File: src/rtl/stuck_bus_monitor.sv
// Classifies each accepted sample as all-zero / all-one / mixed and tracks runs of
// identical saturated samples; a run reaching THRESH pulses alarm and sets a sticky flag.
module stuck_bus_monitor #(
  parameter int WIDTH  = 5,
  parameter int THRESH = 4,
  parameter int CNT_W  = 4
) (
  input  logic             clk,
  input  logic             rst,
  input  logic [WIDTH-1:0] x,
  input  logic             x_valid,
  input  logic             clr,
  output logic             zero,
  output logic             one,
  output logic [1:0]       state,
  output logic [CNT_W-1:0] run_cnt,
  output logic             alarm,
  output logic             stuck_zero,
  output logic             stuck_one
);

  typedef enum logic [1:0] {
    IDLE = 2'b00,
    ZRUN = 2'b01,
    ORUN = 2'b10
  } state_e;

  localparam logic [CNT_W-1:0] CNT_MAX = {CNT_W{1'b1}};
  localparam logic [CNT_W-1:0] THR     = CNT_W'(THRESH);

  state_e           state_q, state_d;
  logic [CNT_W-1:0] cnt_q, cnt_d;
  logic             zero_q, zero_d;
  logic             one_q, one_d;
  logic             alarm_q, alarm_d;
  logic             sz_q, sz_d;
  logic             so_q, so_d;

  logic samp_z, samp_o;
  logic new_run;
  logic thresh_evt;

  assign samp_z = ~|x;
  assign samp_o = &x;

  always_comb begin
    state_d = state_q;
    cnt_d   = cnt_q;
    zero_d  = zero_q;
    one_d   = one_q;
    new_run = 1'b0;
    if (x_valid) begin
      if (samp_z) begin
        zero_d = 1'b1;
        one_d  = 1'b0;
        if (state_q == ZRUN) begin
          cnt_d = (cnt_q == CNT_MAX) ? cnt_q : cnt_q + 1'b1;
        end else begin
          state_d = ZRUN;
          cnt_d   = {{(CNT_W-1){1'b0}}, 1'b1};
          new_run = 1'b1;
        end
      end else if (samp_o) begin
        zero_d = 1'b0;
        one_d  = 1'b1;
        if (state_q == ORUN) begin
          cnt_d = (cnt_q == CNT_MAX) ? cnt_q : cnt_q + 1'b1;
        end else begin
          state_d = ORUN;
          cnt_d   = {{(CNT_W-1){1'b0}}, 1'b1};
          new_run = 1'b1;
        end
      end else begin
        state_d = IDLE;
        cnt_d   = '0;
        zero_d  = 1'b0;
        one_d   = 1'b0;
      end
    end
  end

  // A freshly started run counts as a transition into THRESH even if the
  // previous opposite-polarity run happened to sit at the same count.
  always_comb begin
    thresh_evt = x_valid && (cnt_d == THR) && (new_run || (cnt_q != THR));
    alarm_d    = thresh_evt;
    sz_d       = clr ? 1'b0 : sz_q;
    so_d       = clr ? 1'b0 : so_q;
    if (thresh_evt && (state_d == ZRUN)) sz_d = 1'b1;
    if (thresh_evt && (state_d == ORUN)) so_d = 1'b1;
  end

  always_ff @(posedge clk or posedge rst) begin
    if (rst) begin
      state_q <= IDLE;
      cnt_q   <= '0;
      zero_q  <= 1'b0;
      one_q   <= 1'b0;
      alarm_q <= 1'b0;
      sz_q    <= 1'b0;
      so_q    <= 1'b0;
    end else begin
      state_q <= state_d;
      cnt_q   <= cnt_d;
      zero_q  <= zero_d;
      one_q   <= one_d;
      alarm_q <= alarm_d;
      sz_q    <= sz_d;
      so_q    <= so_d;
    end
  end

  assign zero       = zero_q;
  assign one        = one_q;
  assign state      = state_q;
  assign run_cnt    = cnt_q;
  assign alarm      = alarm_q;
  assign stuck_zero = sz_q;
  assign stuck_one  = so_q;

endmodule

File: config.mk
export PLATFORM = sky130hd
export DESIGN_NAME = stuck_bus_monitor
export DESIGN_NICKNAME = d
export VERILOG_FILES = /design/src/rtl/stuck_bus_monitor.sv
export SDC_FILE = /design/constraint.sdc
export NUM_CORES = 1
export LEC_CHECK = 0
export CORE_MARGIN = 2
export CORE_UTILIZATION = 42
export DETAILED_ROUTE_END_ITERATION = 16
export PLACE_DENSITY = 0.8
export SLEW_MARGIN = 20
export SYNTH_ARGS = -nofsm -noshare
export SYNTH_HDL_FRONTEND = slang
export SYNTH_SLANG_ARGS = --single-unit
File: constraint.sdc
create_clock -name clk -period 4.75 [get_ports clk]
set_input_delay 0.95 -clock clk [delete_from_list [all_inputs] [get_ports clk]]
set_output_delay 0.95 -clock clk [all_outputs]
set_load 0.01 [all_outputs]
After elaboration in Yosys (flattened, before gate mapping)
Index checks and enable logic that the tools add are counted.

storage, ports and cells
  output and inout bits = 11
  logic and storage cells = 46
  register bits after elaboration = 11
  input bits = 9

operators by class
  add/subtract/negate cells = 1
  equality and inequality tests = 7
  mux-type cells = 22
  reductions and logical operators = 9

operators with widths
  kind                                                                   number
  4-bit two-way mux                                                      6
  1-bit two-way mux                                                      11
  2-bit two-way mux                                                      5
  5-bit AND reduction                                                    1
  5-bit OR reduction                                                     1
  4-bit by 1-bit adder with 4-bit output, second input constant          1
  2-bit by 1-bit equality test with 1-bit output, second input constant  2
  2-bit equality test, second input constant                             2
  4-bit by 3-bit equality test with 1-bit output, second input constant  1
  4-bit equality test, second input constant                             1
  1-bit logical AND                                                      4
  4-bit by 3-bit != test with 1-bit output, second input constant        1
  2-bit nonzero test                                                     2
  1-bit logical OR                                                       1

Logic depth before layout (Yosys ltp)
Gate-level depths: netlist of the first run.

  word-level depth = 11
  depth in mapped cells = 7
  mapped depth without buffers = 6

Worst setup path after synthesis of the first run
Ideal clock, no wire load.

  kind = input -> register
  start = input x[0]
  end = register so_q, in the netlist stuck_one
  data required time = 4.614 ns
  setup slack = 2.720 ns
  path buffers = 0
  stages = 5
  library setup time = 0.136 ns
  arrival time = 1.894 ns
  cell sequence = nor3_1 nand3_1 a22o_1 a22oi_1 o41ai_1

on the way
  word-level cells in the longest chain between the ends = 9
  elaborated cells on any way between the ends = 19
  classes of those cells = eq/ne: 2; mux: 10; reduce/logical: 7

ends and longest elaborated chain
  what                                                     line  RTL
  from (decl)                                              10    input logic [WIDTH-1:0] x,
  5-bit AND reduction                                      44    assign samp_o = &x;
  4-bit two-way mux                                        63    end else if (samp_o) begin
  4-bit two-way mux                                        53    if (samp_z) begin
  4-bit two-way mux                                        52    if (x_valid) begin
  4-bit by 3-bit equality test with 1-bit output           85    thresh_evt = x_valid && (cnt_d == THR) && (new_run || (cnt_q != THR));
  1-bit logical AND (2 in a row)                           85
  1-bit logical AND *                                      90    if (thresh_evt && (state_d == ORUN)) so_d = 1'b1;
  1-bit two-way mux or 2-bit nonzero test (tied branches)  n/a
  to (signal assigned)                                     101   so_q <= 1'b0;
  to (signal assigned)                                     109   so_q <= so_d;
  to (decl)                                                37    logic so_q, so_d;

Every way passes the cells marked *; elsewhere a longest branch is shown, timed or not.
A chain may end at the register's enable or synchronous reset.

Final worst setup path of the first run
  start = input x_valid
  end = register sz_q, in the netlist stuck_zero

on the way
  word-level cells in the longest chain between the ends = 6
  elaborated cells on any way between the ends = 11
  classes of those cells = eq/ne: 2; mux: 4; reduce/logical: 5

ends and longest elaborated chain
  what                                                     line  RTL
  from (decl)                                              11    input logic x_valid,
  4-bit two-way mux                                        52
  4-bit by 3-bit equality test with 1-bit output           85
  1-bit logical AND (2 in a row)                           85
  1-bit logical AND *                                      89    if (thresh_evt && (state_d == ZRUN)) sz_d = 1'b1;
  1-bit two-way mux or 2-bit nonzero test (tied branches)  n/a
  to (signal assigned)                                     108   sz_q <= sz_d;
  to (decl)                                                36    logic sz_q, sz_d;

Marks and branches as above.

==> impl_summary.md, run 1 <==
Outcome
The run finished with clean final reports.

Synthesis
Multiplexer cells account for 0% of the synthesized area. The number of distinct library cell variants in the gate-level netlist after synthesis is 30. Synthesis produced 73 cells.

The area fraction in and, or, nand and nor cells after synthesis is 16.6%. The net count after synthesis is 84. The register bit count reported by yosys is 11.

The total of warnings raised by yosys is 0. The main combinational cell family by area after synthesis is compound AO/OA/AOI/OAI gates. After Yosys synthesis, full adders, half adders and majority gates account for under 10% of the synthesized area. Summing the areas of all compound-gate instances in the mapped netlist gives between 20 and 30% of the synthesized area.

The area share of xor/xnor cells in the synthesized design is under 10%. The portion of the post-synthesis area used by sequential elements is between 40% and 50%. The synthesized area per cell is 9.00 µm². The post-synthesis instance area is roughly 660 µm².

CTS
CTS built an H-tree with a depth of 1. The clock insertion delay at the later pin of the skew report is around 0.27 ns. The number of buffers added to fix hold violations after cts is 0.

The quantity of gates resized following cts is 0. The clock passes through at most 2 buffers. The clock transition at the registers of the reported paths is 0.07 ns.

The cell at the root of the clock tree is clkbuf_4. The TritonCTS clock tree is done. The number of clock sinks is 11. Once the clock tree was built, the setup fixing pass inserted 0 buffers. The number of clock buffers added by TritonCTS is 3.

STA
The clock arrives with around 0.0021 ns of skew. For this run, the top clock speed supported by timing is just over 400 MHz. The worst path meets setup with about 2.3 ns of slack. Setup violations remaining at the end of the flow were counted as 0. The final-layout setup total negative slack is 0 ns.

The worst-margin pin slew is 0.442 ns. The headroom to the max-slew limit is 70.4%. The time the worst path needs with I/O delays and setup is 2.48 ns.

Setup repair after global routing left no endpoint under its margin. The count of endpoints failing hold in the final timing report was 0. The portion of the clock cycle consumed by the worst path in the final layout is 52.1%. The number of slew-limit violations in the final report is 0.

Place
At the end of routability-driven placement, the weighted congestion stood at 0.810. The sum of net half-perimeters after detailed placement is approximately 1.1 mm. The worst-case setup slack after placement is about 2.0 ns.

The count of buffers added on input and output ports is 19.

Power
The power per cell area is approximately 210 mW/mm². The worst-case IR drop observed on VDD is 218 µV. The cell leakage power is roughly 0.00036 µW.

Die
The floorplan die area is around 0.0019 mm². Measured along the y axis, the die boundary spans 43.5 µm. In this run the count of I/O pins placed on the die edge is 20. For this configuration, the core starts out at a cell density of roughly 44%. The die is roughly 44 µm wide. The core area is roughly 0.0015 mm². The standard-cell row count is 14.

Cells and area
The number of nets in the layout is about 110. The share of cells above drive strength 1 is 6.45%. The area overhead of the layout relative to synthesis is 33.0%. The number of inserted diodes is 0. The top cell types in the final layout, fill and taps aside, are 19 x clkdlybuf4s50_1, 11 x dfrtp_1, 9 x inv_1. The commonest non-fill, non-tap cell in the layout is clkdlybuf4s50_1.

Global routing
The number of global-route vias before repair was 582. The aggregate global-route resource usage is 18.6%. For this run the aggregate overflow at the end of global routing stands at 0. The pin count of the biggest net entering global routing is 15. The initial antenna violation count is 0. The wire length of the first global-routing pass is between 2 and 3 mm.

Route
Wires add up to 1.55 mm. The average vias per placed instance is between 5 and 6. The highest layer used for signal routing is met4. For this run, design rule violations remaining after detail routing come to 0. After detailed routing, the wire length on met1 is 711 µm. The overall via count from detail_route is 617. The total met2 wirelength after detailed routing is between 700 and 800 µm.

In the detailed route, the total length drawn on met3 is 90 µm. In this run, the number of DRC markers left after iteration 0 of detailed routing was 8. The count of nets left with antenna violations once routing finished came out at 0. The average routed wire per standard cell is 14.2 µm. The first-pass iteration count of the detailed router is 4.

Hold path
The type of the most critical hold path is register to register.

Worst setup path
At the worst endpoint, the required time is between 4 and 5 ns. In this run the worst path has a maximum fanout of 14. The worst setup path is launched from an input port.

The critical path endpoint category is a register. The worst setup path is of the input port to register kind. STA puts the critical path data arrival time at 2.62 ns. Setup slack on the worst reg-to-reg path comes out at approximately 2.8 ns.

Job
The tool flagged a number of max-cap violations equal to 0.
-- through the flow --
step / instance area (µm²) / instances / util, % / power (µW) / hold WS, ns
3_3_place_gp: 847 / 105 / 56.9 / 117 / 0.480
3_5_place_dp: 847 / 105 / 56.9 / 117 / 0.485
6_report: 873 / 109 / 58.7 / 182 / 0.509
4_1_cts: 873 / 109 / 58.7 / 182 / 0.510
2_1_floorplan: 657 / 73 / - / 107 / 0.516
5_1_grt: 873 / 109 / 58.7 / 190 / 0.544
-- sequential cells by signal, indices dropped and copies added, names as in the netlist --
register / flops
stuck_zero: 1
stuck_one: 1
run_cnt: 4
state: 2
alarm: 1
one: 1
zero: 1
-- cell families (layout without fill, tap and decap cells) --
kind of cell	Yosys count	after routing
buffers and inverters	12	32
AOI/OAI and AO/OA	25	25
xor gates and xnor gates	1	1
DFF	11	11
and+or+nand+nor	22	22
adders and majority gates	2	2
-- critical path, cell delays in order --
cell	delay, ns
clkdlybuf4s50_1	0.74
nand3_1	0.24
a22o_1	0.26
a22oi_1	0.27
o41ai_1	0.15
-- power breakdown --
part	leakage, µW	internal, µW	switching (µW)
Combinational	0.000194	10.5	8.83
Clock	0.0000150	32.6	33.9
Sequential	0.000153	94.6	1.57
-- Yosys cell counts, drive strengths merged --
master	number	share of area, %
a22oi	1	1.1
a21oi	4	3.0
nor3	2	1.5
o31a	1	1.3
o2111ai	1	2.3
xnor2	1	1.3
nand3	7	5.3
o21bai	1	1.1
nor2	5	2.9
a21o	2	2.3
ha	2	3.8
dfrtp	11	42
nand4	1	0.95
a2bb2oi	1	1.3
nand2b	2	1.9
a21boi	2	2.3
and4	1	1.3
clkbuf	1	0.57
a41oi	1	1.3
nand2	3	1.7
inv	9	5.1
and2	1	0.95
buf	2	2.5
o41ai	2	2.7
a22o	2	2.9
o21ai	5	3.8
a31o	1	1.3
o2bb2ai	1	1.3
-- path summary, 6_finish.rpt --
path | start | endpoint | cells past startpoint
setup / recovery | x_valid | stuck_zero$_DFFE_PP0P_ | 5
hold / removal | stuck_zero$_DFFE_PP0P_ | stuck_zero$_DFFE_PP0P_ | 2
setup reg to reg | run_cnt[0]$_DFF_PP0_ | stuck_zero$_DFFE_PP0P_ | 5
hold reg to reg | stuck_zero$_DFFE_PP0P_ | stuck_zero$_DFFE_PP0P_ | 2
max in group asynchronous | rst | state[0]$_DFF_PP0_ | 2
min in group asynchronous | rst | run_cnt[1]$_DFF_PP0_ | 2
-- layer usage --
layer / track usage, % / up-vias
met5: 0 / -
met4: 5.45 / 0
met3: 5.42 / 2
met2: 29.4 / 17
met1: 24.7 / 293
li1: - / 305
-- area by class of cell --
| type | instances | area (µm²) |
|---|---|---|
| Fill cell | 132 | 616 |
| Multi-Input combinational cell | 50 | 328 |
| Sequential cell | 11 | 275 |
| Timing Repair Buffer | 19 | 190 |
| Inverter | 9 | 33.8 |
| Clock buffer | 4 | 26.3 |
| Tap cell | 16 | 20.0 |
Note: power is estimated with default switching activity, not from simulation.
==> run 2: changes to the inputs <==
- clock period: 4.75 -> 2.5 ns (I/O delays scaled with it)
==> run 2 against run 1 <==
  * Critical path depth rose by 1
  * Sequential power rose by 90%
  * Register-to-register slack got worse by 2.2 ns
  * Setup slack got worse by 1.7 ns
  * Clock-buffer cell count did not move
  * Clock power rose by 85%
  * Via count rose by 0.16%
  * Sequential share of layout area fell by 0.27 points
  * Sequential cell count did not move
==> impl_summary.md, run 2 (same netlist as run 1, synthesis figures left out) <==
Outcome
The flow ran to the end, and the final reports show no timing, DRC or antenna violations.

Die
The floorplan die area is 0.00190 mm² (unchanged). The standard-cell row count is 14 (unchanged). The initial core utilization is 44.1% (unchanged).

The die height is 43.5 µm (unchanged). The boundary pin count came to 20 (unchanged). The core area was 0.00149 mm² (unchanged).

The width of the chip is 43.5 µm (unchanged).

Route
The average routed wire per standard cell is 13.9 µm (-2.3%). The post-route antenna net violation count is 0 (unchanged). The average vias per placed instance was 5.62 (-0.75%). The DRC violation count after routing was 0 (unchanged). The overall via count from detail_route is 618 (+0.16%). The wire length after detailed routing is 1.53 mm (-1.4%). The first-pass iteration count of the detailed router is 4 (unchanged). The violation count after the first detailed-routing iteration is 14 (+6).

Place
The worst-case setup slack after placement is 0.268 ns (-1.73 ns). The last weighted congestion value of the routability-driven placer is 0.788 (-2.6%). The sum of net half-perimeters after detailed placement came to 1.17 mm (+2.8%). The number of input and output port buffers inserted is 19 (unchanged).

The area after detailed placement is 855 µm² (+0.89%).

Global routing
The aggregate global-route resource usage is 19.7% (+1.2 points). The wire length of the first global-routing pass came to 2.77 mm (+6.0%). The overflow left after global routing is 0 (unchanged). The initial antenna violation count was 0 (unchanged).

The number of global-route vias before repair is 608 (+4.5%). The pin count of the biggest net entering global routing was 12 (-3).

STA
The final-layout setup total negative slack is 0 ns (unchanged). The number of failing setup endpoints in the final timing report was 0 (unchanged). The slack of the critical path came to 0.547 ns (-1.73 ns). The worst clock skew on the final layout is 0.00260 ns (+0.000476 ns). The worst-margin pin slew is 0.423 ns (-0.0194 ns). The portion of the clock cycle consumed by the worst path in the final layout is between 70% and 80%. Setup repair after global routing left no endpoint under its margin. The final hold slack is 0.508 ns (-0.000665 ns). The number of slew-limit violations in the final report came to 0 (unchanged). The headroom to the max-slew limit is 71.8% (+1.4 points).

The time the worst path needs with I/O delays and setup is between 1.5 and 2 ns. The count of endpoints failing hold in the final timing report is 0 (unchanged). Derived from the worst setup path, the maximum achievable clock frequency is between 500 and 600 MHz.

Worst setup path
The critical path buffer and inverter count is 1 (unchanged). The arrival time of the worst setup path was 2.09 ns (-0.53 ns). The critical path is of the input port to register type.

The logic depth of the worst register-to-register path came to 5 (unchanged). The data required time at the worst endpoint was 2.64 ns (-2.25 ns). STA classifies the critical path startpoint as an input port.

The slowest cell on the critical path is clkdlybuf4s50_1. The maximum net fanout on the critical path is 5 (-9). The delay of the slowest cell on the worst path is 0.43 ns (-0.31 ns).

The critical path endpoint category is a register. The total number of cells along the worst setup path came to 6 (+1). The dominant delay contributor by cell family on the critical path is compound AO/OA/AOI/OAI gates. Walking the worst path, the cells encountered are clkdlybuf4s50_1, nor3_1, nand3_1, a22o_1, a22oi_1, o41ai_1.

CTS
The clock transition at the registers of the reported paths is 0.07 ns (about the same). TritonCTS built the clock tree. The quantity of gates resized following cts is 0 (unchanged). The number of clock sinks came to 11 (unchanged). The clock insertion delay at the later pin of the skew report was 0.27 ns (about the same).

Clock tree synthesis selected as its root buffer the cell clkbuf_4. The H-tree level count is 1 (unchanged). The total setup buffers inserted after CTS was 0 (unchanged). The number of buffers added to fix hold violations after cts came to 0 (unchanged). The total CTS buffers is 3 (unchanged). The buffer depth of the longest clock path came to 2 (unchanged).

Cells and area
The number of inserted diodes is 0 (unchanged). The post-route core utilization is 59.2% (+0.50 points). The share of cells above drive strength 1 is 7.45% (+1.0 points). The cell area after layout is 881 µm² (+0.86%). The number of flip-flops in the largest register came to 4 (unchanged). Leaving out fill and tap cells, the most frequent cell in the layout is clkdlybuf4s50_1.

The area growth from synthesis to layout is 34.1%. The number of nets in the layout was 106 (+0.95%). The top cell types in the final layout, fill and taps aside, are 19 x clkdlybuf4s50_1, 11 x dfrtp_1, 9 x inv_1.

Power
The maximum ir drop on the vdd rail is 210 µV (-3.4%). The cell leakage power was 0.000367 µW (+1.3%). The power per cell area was 391 mW/mm² (+87%).

Hold path
The number of cells on the worst hold path is 2 (unchanged). The tightest min-delay check is of the register to register type.

Job
The number of max-capacitance violations reported is 0 (unchanged).
-- run 2: where the power goes --
group | switching [µW] | total (µW) | internal [µW]
Clock | 61.1 | 123 | 61.8
Sequential | 2.66 | 183 | 180
Combinational | 17.6 | 38.5 | 20.9
Total | 81.4 | 344 | 263
-- run 2: per-layer routing --
layer | track usage (%) | share of wire, % | routed length [µm] | up-vias
li1 | - | - | - | 308
met1 | 24.5 | 45 | 682 | 289
met2 | 31.5 | 50 | 764 | 17
met3 | 5.42 | 3.5 | 54 | 4
met4 | 9.70 | 1.6 | 24 | 0
met5 | 0 | 0 | 0 | -
-- run 2: path summary, 6_finish.rpt --
kind / to / from / slack [ns]
min reg2reg: stuck_zero$_DFFE_PP0P_ / stuck_zero$_DFFE_PP0P_ / 0.51
max in group asynchronous: one$_DFFE_PP0P_ / rst / 1.68
min in group asynchronous: run_cnt[1]$_DFF_PP0_ / rst / 0.52
max reg2reg: stuck_one$_DFFE_PP0P_ / run_cnt[0]$_DFF_PP0_ / 0.59
min: stuck_zero$_DFFE_PP0P_ / stuck_zero$_DFFE_PP0P_ / 0.51
max: stuck_one$_DFFE_PP0P_ / x[0] / 0.55
-- run 2: tightest hold or removal path, cell delays in order (launching register included) --
cell and delay, ns:
dfrtp_1 0.36, nand2b_1 0.06, o41ai_1 0.05
-- run 2: area by class of cell --
type / instances / area [µm²]
repair buffers: 20 / 198
inverters: 9 / 33.8
fillers: 125 / 608
well taps: 16 / 20.0
multi-input cells: 50 / 328
clock buffers: 4 / 26.3
flip-flops and latches: 11 / 275
-- run 2: metrics by stage --
step                cells  power (µW)
global placement      106         223
global route          110         364
detailed placement    106         225
CTS                   110         351
finish                110         344
floorplan              73         203
